===== config.mk =====
export PLATFORM = sky130hd
export DESIGN_NAME = boot_fetch_unit_flat
export DESIGN_NICKNAME = d
export VERILOG_FILES = /design/src/rtl/boot_fetch_if.sv /design/src/rtl/boot_fetch_unit.sv /design/src/flat_wrapper.sv
export SDC_FILE = /design/constraint.sdc
export NUM_CORES = 1
export LEC_CHECK = 0
export CORE_MARGIN = 2
export CORE_UTILIZATION = 42
export DETAILED_ROUTE_END_ITERATION = 12
export PLACE_DENSITY_LB_ADDON = 0.15
export SLEW_MARGIN = 20
export SYNTH_ARGS = -nofsm -noshare
export SYNTH_HDL_FRONTEND = slang
export SYNTH_SLANG_ARGS = --single-unit

===== constraint.sdc =====
create_clock -name clock -period 2.1 [get_ports clock]
set_clock_uncertainty 0.15 [all_clocks]
set_input_delay 0.525 -clock clock [delete_from_list [all_inputs] [get_ports clock]]
set_output_delay 0.525 -clock clock [all_outputs]
set_load 0.02 [all_outputs]

===== src/rtl/boot_fetch_if.sv =====
// ---------------------------------------------------------------------------
// boot_fetch_if
// Bundles the bios boot stream, the instruction-memory bus, the pipeline
// control inputs (stall/redirect) and the IF/ID register outputs of the
// boot/fetch front end.
//
// Signals:
//   boot_valid, boot_data          bios word stream (into the unit)
//   boot_ready, booting            BOOT-phase status (from the unit)
//   mem_addr, mem_wdata            memory address / write data (from the unit)
//   mem_we, mem_oe                 memory write / output enables (from the unit)
//   mem_rdata                      combinational memory read data (into the unit)
//   stall, redirect,
//   redirect_target                pipeline control (into the unit)
//   ifid_instr, ifid_pcpp,
//   ifid_valid                     IF/ID pipeline register (from the unit)
//
// Modports:
//   master  - the fetch unit itself
//   slave   - the surrounding system (bios, memory, decode stage)
// ---------------------------------------------------------------------------
interface boot_fetch_if #(
    parameter int DATA_WIDTH = 32,
    parameter int ADDR_WIDTH = 32
);
    logic                  boot_valid;
    logic [DATA_WIDTH-1:0] boot_data;
    logic                  boot_ready;
    logic                  booting;
    logic [ADDR_WIDTH-1:0] mem_addr;
    logic [DATA_WIDTH-1:0] mem_wdata;
    logic                  mem_we;
    logic                  mem_oe;
    logic [DATA_WIDTH-1:0] mem_rdata;
    logic                  stall;
    logic                  redirect;
    logic [ADDR_WIDTH-1:0] redirect_target;
    logic [DATA_WIDTH-1:0] ifid_instr;
    logic [ADDR_WIDTH-1:0] ifid_pcpp;
    logic                  ifid_valid;

    modport master (
        input  boot_valid, boot_data, mem_rdata, stall, redirect, redirect_target,
        output boot_ready, booting, mem_addr, mem_wdata, mem_we, mem_oe,
               ifid_instr, ifid_pcpp, ifid_valid
    );

    modport slave (
        output boot_valid, boot_data, mem_rdata, stall, redirect, redirect_target,
        input  boot_ready, booting, mem_addr, mem_wdata, mem_we, mem_oe,
               ifid_instr, ifid_pcpp, ifid_valid
    );
endinterface


===== src/rtl/boot_fetch_unit.sv =====
// ---------------------------------------------------------------------------
// boot_fetch_unit
// Instruction-fetch front end with two phases:
//   BOOT  - bios words are written to instruction memory at consecutive
//           addresses starting at 0, one per boot_valid cycle.
//   FETCH - the PC drives the memory address; each advancing cycle captures
//           the instruction and PC+PC_STEP into the IF/ID register.
// FETCH is terminal; only reset returns the unit to BOOT.
//
// Ports:
//   clock  - system clock, rising edge
//   reset  - asynchronous, active-low reset
//   bus    - boot_fetch_if.master (boot stream, memory bus, stall/redirect,
//            IF/ID outputs)
// ---------------------------------------------------------------------------
module boot_fetch_unit #(
    parameter int                    DATA_WIDTH = 32,
    parameter int                    ADDR_WIDTH = 32,
    parameter int                    BOOT_WORDS = 6,
    parameter logic [ADDR_WIDTH-1:0] RESET_PC   = '0,
    parameter int                    PC_STEP    = 1
) (
    input  logic          clock,
    input  logic          reset,
    boot_fetch_if.master  bus
);

    typedef enum logic {
        S_BOOT  = 1'b0,
        S_FETCH = 1'b1
    } state_t;

    // With no boot words the unit comes out of reset already fetching.
    localparam state_t                INIT_STATE = (BOOT_WORDS == 0) ? S_FETCH : S_BOOT;
    localparam logic [ADDR_WIDTH-1:0] LAST_BOOT  = ADDR_WIDTH'((BOOT_WORDS > 0) ? (BOOT_WORDS - 1) : 0);
    localparam logic [ADDR_WIDTH-1:0] STEP       = ADDR_WIDTH'(PC_STEP);

    state_t                r_state;
    logic [ADDR_WIDTH-1:0] r_boot_addr;
    logic [ADDR_WIDTH-1:0] r_pc;
    logic [DATA_WIDTH-1:0] r_ifid_instr;
    logic [ADDR_WIDTH-1:0] r_ifid_pcpp;
    logic                  r_ifid_valid;

    state_t                w_state_next;
    logic [ADDR_WIDTH-1:0] w_boot_addr_next;
    logic [ADDR_WIDTH-1:0] w_pc_next;
    logic [DATA_WIDTH-1:0] w_ifid_instr_next;
    logic [ADDR_WIDTH-1:0] w_ifid_pcpp_next;
    logic                  w_ifid_valid_next;
    logic [ADDR_WIDTH-1:0] w_pc_inc;

    // Modulo 2^ADDR_WIDTH: the all-ones PC simply wraps to zero.
    assign w_pc_inc = r_pc + STEP;

    // State register
    always_ff @(posedge clock or negedge reset) begin
        if (!reset) begin
            r_state <= INIT_STATE;
        end else begin
            r_state <= w_state_next;
        end
    end

    // Boot address, PC and IF/ID register (stage boundary IF -> ID)
    always_ff @(posedge clock or negedge reset) begin
        if (!reset) begin
            r_boot_addr  <= '0;
            r_pc         <= RESET_PC;
            r_ifid_instr <= '0;
            r_ifid_pcpp  <= '0;
            r_ifid_valid <= 1'b0;
        end else begin
            r_boot_addr  <= w_boot_addr_next;
            r_pc         <= w_pc_next;
            r_ifid_instr <= w_ifid_instr_next;
            r_ifid_pcpp  <= w_ifid_pcpp_next;
            r_ifid_valid <= w_ifid_valid_next;
        end
    end

    // Next-state and bus outputs
    always_comb begin
        w_state_next      = r_state;
        w_boot_addr_next  = r_boot_addr;
        w_pc_next         = r_pc;
        w_ifid_instr_next = r_ifid_instr;
        w_ifid_pcpp_next  = r_ifid_pcpp;
        w_ifid_valid_next = r_ifid_valid;

        bus.boot_ready = 1'b0;
        bus.booting    = 1'b0;
        bus.mem_addr   = r_pc;
        bus.mem_wdata  = '0;
        bus.mem_we     = 1'b0;
        bus.mem_oe     = 1'b0;

        case (r_state)
            S_BOOT: begin
                bus.boot_ready = 1'b1;
                bus.booting    = 1'b1;
                bus.mem_addr   = r_boot_addr;
                bus.mem_wdata  = bus.boot_data;
                bus.mem_we     = bus.boot_valid;
                // stall/redirect have no effect here; IF/ID stays cleared.
                if (bus.boot_valid) begin
                    w_boot_addr_next = r_boot_addr + 1'b1;
                    if (r_boot_addr == LAST_BOOT) begin
                        w_state_next = S_FETCH;
                    end
                end
            end
            S_FETCH: begin
                bus.mem_oe = 1'b1;
                // Redirect wins over stall: a taken branch must flush even
                // when decode is asking to hold.
                if (bus.redirect) begin
                    w_pc_next         = bus.redirect_target;
                    w_ifid_instr_next = '0;
                    w_ifid_pcpp_next  = '0;
                    w_ifid_valid_next = 1'b0;
                end else if (!bus.stall) begin
                    w_pc_next         = w_pc_inc;
                    w_ifid_instr_next = bus.mem_rdata;
                    w_ifid_pcpp_next  = w_pc_inc;
                    w_ifid_valid_next = 1'b1;
                end
            end
            default: begin
                w_state_next = INIT_STATE;
            end
        endcase
    end

    assign bus.ifid_instr = r_ifid_instr;
    assign bus.ifid_pcpp  = r_ifid_pcpp;
    assign bus.ifid_valid = r_ifid_valid;

endmodule

===== src/flat_wrapper.sv =====
// flat-port wrapper written by rule: the top's interface ports become plain ports
module boot_fetch_unit_flat 
#(
    parameter int                    DATA_WIDTH = 32,
    parameter int                    ADDR_WIDTH = 32,
    parameter int                    BOOT_WORDS = 6,
    parameter logic [ADDR_WIDTH-1:0] RESET_PC   = '0,
    parameter int                    PC_STEP    = 1
)
  (clock, reset, bus_boot_valid, bus_boot_data, bus_mem_rdata, bus_stall, bus_redirect, bus_redirect_target, bus_boot_ready, bus_booting, bus_mem_addr, bus_mem_wdata, bus_mem_we, bus_mem_oe, bus_ifid_instr, bus_ifid_pcpp, bus_ifid_valid);
  boot_fetch_if #(.DATA_WIDTH(DATA_WIDTH), .ADDR_WIDTH(ADDR_WIDTH)) bus_i ();
  input  logic clock;
  input  logic reset;
  input wire logic [$bits(bus_i.boot_valid)-1:0] bus_boot_valid;
  input wire logic [$bits(bus_i.boot_data)-1:0] bus_boot_data;
  input wire logic [$bits(bus_i.mem_rdata)-1:0] bus_mem_rdata;
  input wire logic [$bits(bus_i.stall)-1:0] bus_stall;
  input wire logic [$bits(bus_i.redirect)-1:0] bus_redirect;
  input wire logic [$bits(bus_i.redirect_target)-1:0] bus_redirect_target;
  output wire logic [$bits(bus_i.boot_ready)-1:0] bus_boot_ready;
  output wire logic [$bits(bus_i.booting)-1:0] bus_booting;
  output wire logic [$bits(bus_i.mem_addr)-1:0] bus_mem_addr;
  output wire logic [$bits(bus_i.mem_wdata)-1:0] bus_mem_wdata;
  output wire logic [$bits(bus_i.mem_we)-1:0] bus_mem_we;
  output wire logic [$bits(bus_i.mem_oe)-1:0] bus_mem_oe;
  output wire logic [$bits(bus_i.ifid_instr)-1:0] bus_ifid_instr;
  output wire logic [$bits(bus_i.ifid_pcpp)-1:0] bus_ifid_pcpp;
  output wire logic [$bits(bus_i.ifid_valid)-1:0] bus_ifid_valid;
  assign bus_i.boot_valid = bus_boot_valid;
  assign bus_i.boot_data = bus_boot_data;
  assign bus_i.mem_rdata = bus_mem_rdata;
  assign bus_i.stall = bus_stall;
  assign bus_i.redirect = bus_redirect;
  assign bus_i.redirect_target = bus_redirect_target;
  assign bus_boot_ready = bus_i.boot_ready;
  assign bus_booting = bus_i.booting;
  assign bus_mem_addr = bus_i.mem_addr;
  assign bus_mem_wdata = bus_i.mem_wdata;
  assign bus_mem_we = bus_i.mem_we;
  assign bus_mem_oe = bus_i.mem_oe;
  assign bus_ifid_instr = bus_i.ifid_instr;
  assign bus_ifid_pcpp = bus_i.ifid_pcpp;
  assign bus_ifid_valid = bus_i.ifid_valid;
  boot_fetch_unit #(.DATA_WIDTH(DATA_WIDTH), .ADDR_WIDTH(ADDR_WIDTH), .BOOT_WORDS(BOOT_WORDS), .RESET_PC(RESET_PC), .PC_STEP(PC_STEP)) u_core (.clock(clock), .reset(reset), .bus(bus_i));
endmodule

Word-level counts from Yosys, hierarchy flattened
Cells that the tools add are included.
Storage, ports and cells
  logic and storage cells: 28
  bits of input ports: 101
  output and inout port bits: 133
  flip-flop bits (word level): 130
Cells by class
  multiplexer cells: 15
  bitwise logic cells: 1
  add/sub/neg operators: 2
  equality and inequality tests: 2
  reductions and logical operators: 2
Operators with widths (count)
  $mux W32: 7
  $add A32 B1 Y32 const B: 2
  $eq A32 B3 Y1 const B: 1
  $mux W1: 8
  $reduce_and A2 Y1: 2
  $ne A2 B1 Y1 const B: 1
  $not A1 Y1: 1

Depth between registers and ports, before layout
Gate-level depths: netlist of the first run.
  word-level depth: 4
  mapped depth: 8

Worst setup path after synthesis of the first run
Ideal clock, no wire load.
  kind: reg-to-reg
  start point: reg u_core.r_state
  end point: reg u_core.r_boot_addr[20]
  setup time: 0.079 ns
  path buffers: 1
  path slack: -0.265 ns
  period minus slack after synthesis: 2.365 ns
  cell stages (with the launch flop): 7
  data arrival time: 2.136 ns
  cells stage by stage: dfrtp_1 > buf_2 > nand4b_4 > or4_1 > or3_1 > nor3_1 > xor2_1
On the way
  word-level cells in the longest chain between the ends: 2
Ends and longest elaborated chain
  from (decl): line boot_fetch_unit.sv:38  | state_t r_state;
  from (signal assigned): line boot_fetch_unit.sv:61  | r_state <= w_state_next;
  $not A1 Y1 (no source line)
  $reduce_and A2 Y1 (no source line)
  to (signal assigned): line boot_fetch_unit.sv:74  | r_boot_addr <= w_boot_addr_next;
  to (decl): line boot_fetch_unit.sv:39  | logic [ADDR_WIDTH-1:0] r_boot_addr;
Every way passes these cells.
A chain may end at the register's enable or synchronous reset.

Final worst setup path of the first run
  start point: reg u_core.r_state
  end point: out bus_mem_addr[14]
On the way
  word-level cells in the longest chain between the ends: 1
Ends and longest elaborated chain
  $mux W32: line boot_fetch_unit.sv:98  | case (r_state)
  to (decl): line flat_wrapper.sv:22  | output wire logic [$bits(bus_i.mem_addr)-1:0] bus_mem_addr;
Every way passes these cells.

==> results of run 1 <==
-- flip-flops by register name (all words and copies together), names as in the netlist --
signal and flops:
u_core.r_state 1, u_core.r_pc 32, u_core.bus.ifid_pcpp 32, u_core.bus.ifid_valid 1, u_core.bus.ifid_instr 32, u_core.r_boot_addr 32
-- worst max path at each step --
stage | from | cells past startpoint | endpoint | slack (ns)
2_1_floorplan | u_core.r_pc[2] | 7 | u_core.r_pc[29] | -0.06
5_1_grt | u_core.r_state | 6 | u_core.r_boot_addr[20] | -0.24
3_3_place_gp | bus_boot_valid | 6 | u_core.r_boot_addr[20] | -0.47
4_1_cts | u_core.r_state | 3 | bus_mem_addr[14] | -0.33
3_5_place_dp | bus_boot_valid | 6 | u_core.r_boot_addr[20] | -0.48
6_report | u_core.r_state | 3 | bus_mem_addr[14] | -0.18
-- kinds of logic (layout without fill, tap and decap cells) --
kind of cell               Yosys count  count (layout)  share of synthesized area (%)
and+or+nand+nor                    278             278                           21.8
AOI/OAI and AO/OA                  138             138                           13.9
DFF                                130             130                           47.3
buffers and inverters               66             426                           4.03
xor gates and xnor gates            60              60                           7.63
muxes                               30              30                           4.87
adders and majority gates            3               3                          0.545
-- Yosys cell counts (14+ instances only) --
| library cell | number |
|---|---|
| a22o_1 | 34 |
| clkbuf_1 | 37 |
| dfrtp_1 | 130 |
| inv_1 | 14 |
| mux2_2 | 28 |
| nand2_1 | 75 |
| nand3_1 | 29 |
| nand4_1 | 16 |
| nor2_1 | 33 |
| nor2b_1 | 35 |
| nor3_1 | 28 |
| nor4_1 | 18 |
| o21ai_0 | 43 |
| xnor2_1 | 47 |
-- layout make-up --
type / count / share of cell area, %
Multi-Input combinational cell: 509 / 33.3
Sequential cell: 130 / 28.0
Clock buffer: 22 / 3.98
Timing Repair Buffer: 380 / 30.8
Tap cell: 216 / 2.32
Clock inverter: 10 / 1.14
Inverter: 14 / 0.451
-- worst max-delay path, cell delays in order, from the launching register on --
cell,delay [ns]
dfrtp_2,0.42
buf_12,0.21
mux2_2,0.39
buf_2,0.17
-- through the flow --
step                utilization, %  std cells
floorplan                        -        705
global placement              65.0       1229
detailed placement            65.0       1229
CTS                           68.2       1265
global route                  73.1       1281
finish                        73.1       1281
-- where the power goes --
group / leakage (nW) / internal (mW) / total, mW / switching, mW
Combinational: 3.56 / 0.761 / 1.51 / 0.752
Clock: 0.286 / 1.92 / 3.01 / 1.09
Sequential: 1.67 / 2.65 / 2.76 / 0.111
-- metal layers --
metal | vias up | global-route usage [%]
met5 | - | 0
met4 | 0 | 10.6
met3 | 45 | 5.88
met2 | 316 | 44.5
met1 | 3343 | 34.8
li1 | 3233 | -
-- timing repair --
item                                    CTS  global route
endpoints found under the hold margin    26             0
pin swaps                                 9            21
buffers inserted                          3            14
gates cloned                              0             2
gates resized for setup                 286           208
endpoints found under the setup margin   93           128
hold buffers                              1             0
==> impl_metrics.env, run 1 <==
export IMPL_status="complete, but fails checks"
export IMPL_violations="setup timing"
export IMPL_htree_levels=4
export IMPL_fp_dieW_um=132
export IMPL_grt_antenna_before_repair=0
export IMPL_yosys_area_top_type="dfrtp_1"
export IMPL_path_max_fanout=32
export IMPL_timing_hold_violations_final=0
export IMPL_r2r_cells=6
export IMPL_seq_area_um2=3260
export IMPL_cp_start_kind="flop"
export IMPL_required_ns=1.42
export IMPL_cts_tree="built"
export IMPL_finalSetupTns_ns=-7.36
export IMPL_r2r_start="u_core.r_state"
export IMPL_rsz0062_at_grt="true"
export IMPL_gp_congestion=0.930
export IMPL_route_met2_wl_um=11600
export IMPL_synth_seq_area_share_pct=47.3
export IMPL_grt_use_total_pct=27.0
export IMPL_routed_top_layer="met4"
export IMPL_cap_violations=0
export IMPL_layout_drive_gt1_share_pct=33.8
export IMPL_r2r_end="u_core.r_boot_addr[20]"
export IMPL_syn_nets=809
export IMPL_multiInputGateArea_um2=3880
export IMPL_dpl_hpwl_um=17400
export IMPL_yosysWarnings=0
export IMPL_core_area_um2=15900
export IMPL_drt_total_wl_um=23900
export IMPL_worst_slew_pin_slew_ns=0.504
export IMPL_first_pass_iters=5
export IMPL_die_area_um2=17400
export IMPL_fp_row_count=46
export IMPL_drtIter0Drc=481
export IMPL_numPortBuffers=233
export IMPL_syn_to_final_growth_pct=69.4
export IMPL_layout_common_cells="buf_4, clkdlybuf4s50_1, dfrtp_1"
export IMPL_layout_commonest_cell="buf_4"
export IMPL_final_area_um2=11700
export IMPL_synth_ff_type="dfrtp_1"
export IMPL_whs_ns=0.326
export IMPL_leakagePower_nw=5.51
export IMPL_grt_pass1_vias=7242
export IMPL_hp_start="u_core.bus.ifid_pcpp[14]"
export IMPL_clk_pin_slew_worst_paths_ns=0.06
export IMPL_cts_buffer_depth=2
export IMPL_synthTopCellsByArea="dfrtp_1, xnor2_1, mux2_2"
export IMPL_chipHeight_um=132
export IMPL_setup_viol=67
export IMPL_finalMaxSlewViolations=0
export IMPL_avgSynthCellArea_um2=9.76
export IMPL_num_antenna_cells=0
export IMPL_cts_sinks=130
export IMPL_wl_met3_um=1680
export IMPL_vias_per_cell=5.42
export IMPL_synthCells=705
export IMPL_ff2ff_setup_slack_ns=-0.15
export IMPL_max_freq_mhz=439
export IMPL_critical_path_class="reg -> out"
export IMPL_numCtsBuffers=17
export IMPL_synth_edff_count=0
export IMPL_hold_path_cell_count=2
export IMPL_synth_top_area_share_pct=47.3
export IMPL_postRouteAntennaNets=0
export IMPL_place_area_um2=10400
export IMPL_grt_first_pass_wirelength_um=37500
export IMPL_synth_area_um2=6880
export IMPL_power_mw=7.28
export IMPL_powerDensity_nw_per_um2=624
export IMPL_async_reset_ff_share_pct=100
export IMPL_met1Wirelength_um=10100
export IMPL_fill_cells=1148
export IMPL_period_share_pct=108
export IMPL_layout_setup_ws_ns=-0.176
export IMPL_setup_worst_path_end_class="output port"
export IMPL_start_util_pct=43.2
export IMPL_grt_max_degree=45
export IMPL_ys_ff_latch=130
export IMPL_hold_end="u_core.bus.ifid_pcpp[14]"
export IMPL_clkLatencyLatePin_ns=0.42
export IMPL_vdd_drop_max_mv=0.577
export IMPL_hold_class="reg -> reg"
export IMPL_detail_route_wl_per_cell_um=18.7
export IMPL_yosysUniqueCellTypes=59
export IMPL_ios=234
export IMPL_period_needed_ns=2.28
export IMPL_num_vias=6937
export IMPL_preCtsSetupSlack_ns=-0.484
export IMPL_gr_total_overflow=0
export IMPL_clockRootBuffer="clkbuf_16"
export IMPL_fin_nets=1156
export IMPL_drc=0
export IMPL_relSlewSlack_pct=66.1
export IMPL_arrival_ns=1.60
(Power assumes the default switching activity.)
==> run 2: changes to the inputs <==
- CTS_CLUSTER_SIZE: default -> 24
==> results of run 2 <==
The final DEF is identical to that of run 1; final timing and power are the same.
==> run 3: changes to the inputs <==
- CORE_UTILIZATION: 42 -> 50
- clock period: 2.1 -> 2.7 ns (I/O delays scaled with it)
==> impl_metrics.env, run 3 (same netlist as run 1, synthesis figures left out) <==
export IMPL_drt_total_wl_um=22300
export IMPL_start_util_pct=51.6
export IMPL_required_ns=1.88
export IMPL_setup_viol=0
export IMPL_timing_hold_violations_final=0
export IMPL_path_buf_inv=2
export IMPL_fin_nets=1062
export IMPL_critical_path_top_delay_family="buffers and inverters"
export IMPL_cts_buffer_depth=2
export IMPL_cts_tree="built"
export IMPL_grt_first_pass_wirelength_um=35000
export IMPL_num_vias=6697
export IMPL_finalMaxSlewViolations=0
export IMPL_gp_congestion=0.947
export IMPL_postRouteAntennaNets=0
export IMPL_syn_to_final_growth_pct=49.1
export IMPL_status="finished, final reports clean"
export IMPL_period_needed_ns=2.66
export IMPL_first_pass_iters=5
export IMPL_die_area_um2=14700
export IMPL_setup_worst_path_end_class="output port"
export IMPL_core_area_um2=13300
export IMPL_vias_per_cell=5.85
export IMPL_arrival_ns=1.84
export IMPL_vdd_drop_max_mv=0.429
export IMPL_num_antenna_cells=0
export IMPL_rsz0062_at_grt="false"
export IMPL_cts_sinks=130
export IMPL_cp_start_kind="primary input"
export IMPL_critical_path_class="in -> out"
export IMPL_dpl_hpwl_um=16000
export IMPL_holdBufCountCts=0
export IMPL_cpMaxStageDelayCell="clkdlybuf4s50_1"
export IMPL_fp_dieW_um=121
export IMPL_max_freq_mhz=376
export IMPL_htree_levels=4
export IMPL_powerDensity_nw_per_um2=531
export IMPL_hold_class="in -> async"
export IMPL_fill_cells=977
export IMPL_crit_chain="clkdlybuf4s50_1 > nor2b_1 > clkdlybuf4s50_1"
export IMPL_grt_pass1_vias=6746
export IMPL_clockRootBuffer="clkbuf_16"
export IMPL_clkLatencyLatePin_ns=0.41
export IMPL_fp_row_count=42
export IMPL_path_max_fanout=1
export IMPL_numCtsBuffers=17
export IMPL_relSlewSlack_pct=52.7
export IMPL_leakagePower_nw=4.56
export IMPL_slowest_delay_ns=0.61
export IMPL_detail_route_wl_per_cell_um=19.5
export IMPL_worst_slew_pin_slew_ns=0.709
export IMPL_cap_violations=0
export IMPL_chipHeight_um=121
export IMPL_layout_common_cells="clkdlybuf4s50_1, dfrtp_1, nand2_1"
export IMPL_power_mw=5.44
export IMPL_grt_use_total_pct=30.7
export IMPL_numPortBuffers=233
export IMPL_drc=0
export IMPL_finalSetupTns_ns=0
export IMPL_layout_commonest_cell="clkdlybuf4s50_1"
export IMPL_crit_top_cell="clkdlybuf4s50_1"
export IMPL_layout_drive_gt1_share_pct=13.2
export IMPL_ios=234
export IMPL_gr_total_overflow=0
export IMPL_grt_max_degree=51
export IMPL_grt_antenna_before_repair=0
export IMPL_period_share_pct=98.6
export IMPL_drtIter0Drc=624
export IMPL_clk_pin_slew_worst_paths_ns=0.05
==> run 3: layout make-up <==
type                       count  area (um2)  share of cell area (%)
timing repair buffer         286        2790                    27.2
tap                          176         220                    2.15
multi-input combinational    509        3370                    32.8
inverter                      14        52.6                   0.512
clock inverter                10         138                    1.34
clock buffer                  20         437                    4.26
sequential                   130        3250                    31.7
==> run 3: final timing paths <==
kind                                         startpoint                        end  slack (ns)  cells after the start
worst max-delay path                  bus_boot_data[20]          bus_mem_wdata[20]        0.04                      3
worst min-delay path                              reset  u_core.bus.ifid_instr[22]        0.15                      1
worst max register to register           u_core.r_state     u_core.r_boot_addr[20]        0.18                      6
worst min register to register  u_core.bus.ifid_pcpp[2]    u_core.bus.ifid_pcpp[2]        0.33                      2
max in group asynchronous                         reset     u_core.r_boot_addr[20]        1.59                      2
min in group clock              u_core.bus.ifid_pcpp[2]    u_core.bus.ifid_pcpp[2]        0.33                      2
==> run 3: routing by layer <==
layer / vias to the layer above / GRT usage (%) / wire length [um]
met3: 49 / 8.13 / 2170
met1: 3227 / 39.5 / 8860
met5: - / 0 / 0
li1: 3029 / - / -
met2: 392 / 50.3 / 10800
met4: 0 / 10.8 / 525
==> run 3: what timing repair did <==
action / CTS / global route
endpoints found under the setup margin: 48 / 12
cloned: 1 / 0
buffers inserted: 0 / 0
hold endpoints to repair: 0 / 0
pin swaps: 0 / 0
resized for setup: 51 / 12
==> run 3: metrics by stage <==
stage               cells  hold slack, ns  setup WS, ns  area [um2]  utilization (%)
floorplan             705           0.229         0.187        6880                -
global placement     1114           0.311        -0.210        9690             72.6
detailed placement   1114           0.320        -0.210        9690             72.6
CTS                  1145           0.180     0.0000624       10200             76.7
global route         1145           0.192       0.00225       10300             76.9
finish               1145           0.153        0.0382       10300             76.9
==> run 3: power breakdown <==
part	total (mW)	switching, mW	internal, mW
Combinational	0.974	0.491	0.483
Clock	2.28	0.846	1.44
Sequential	2.19	0.129	2.06
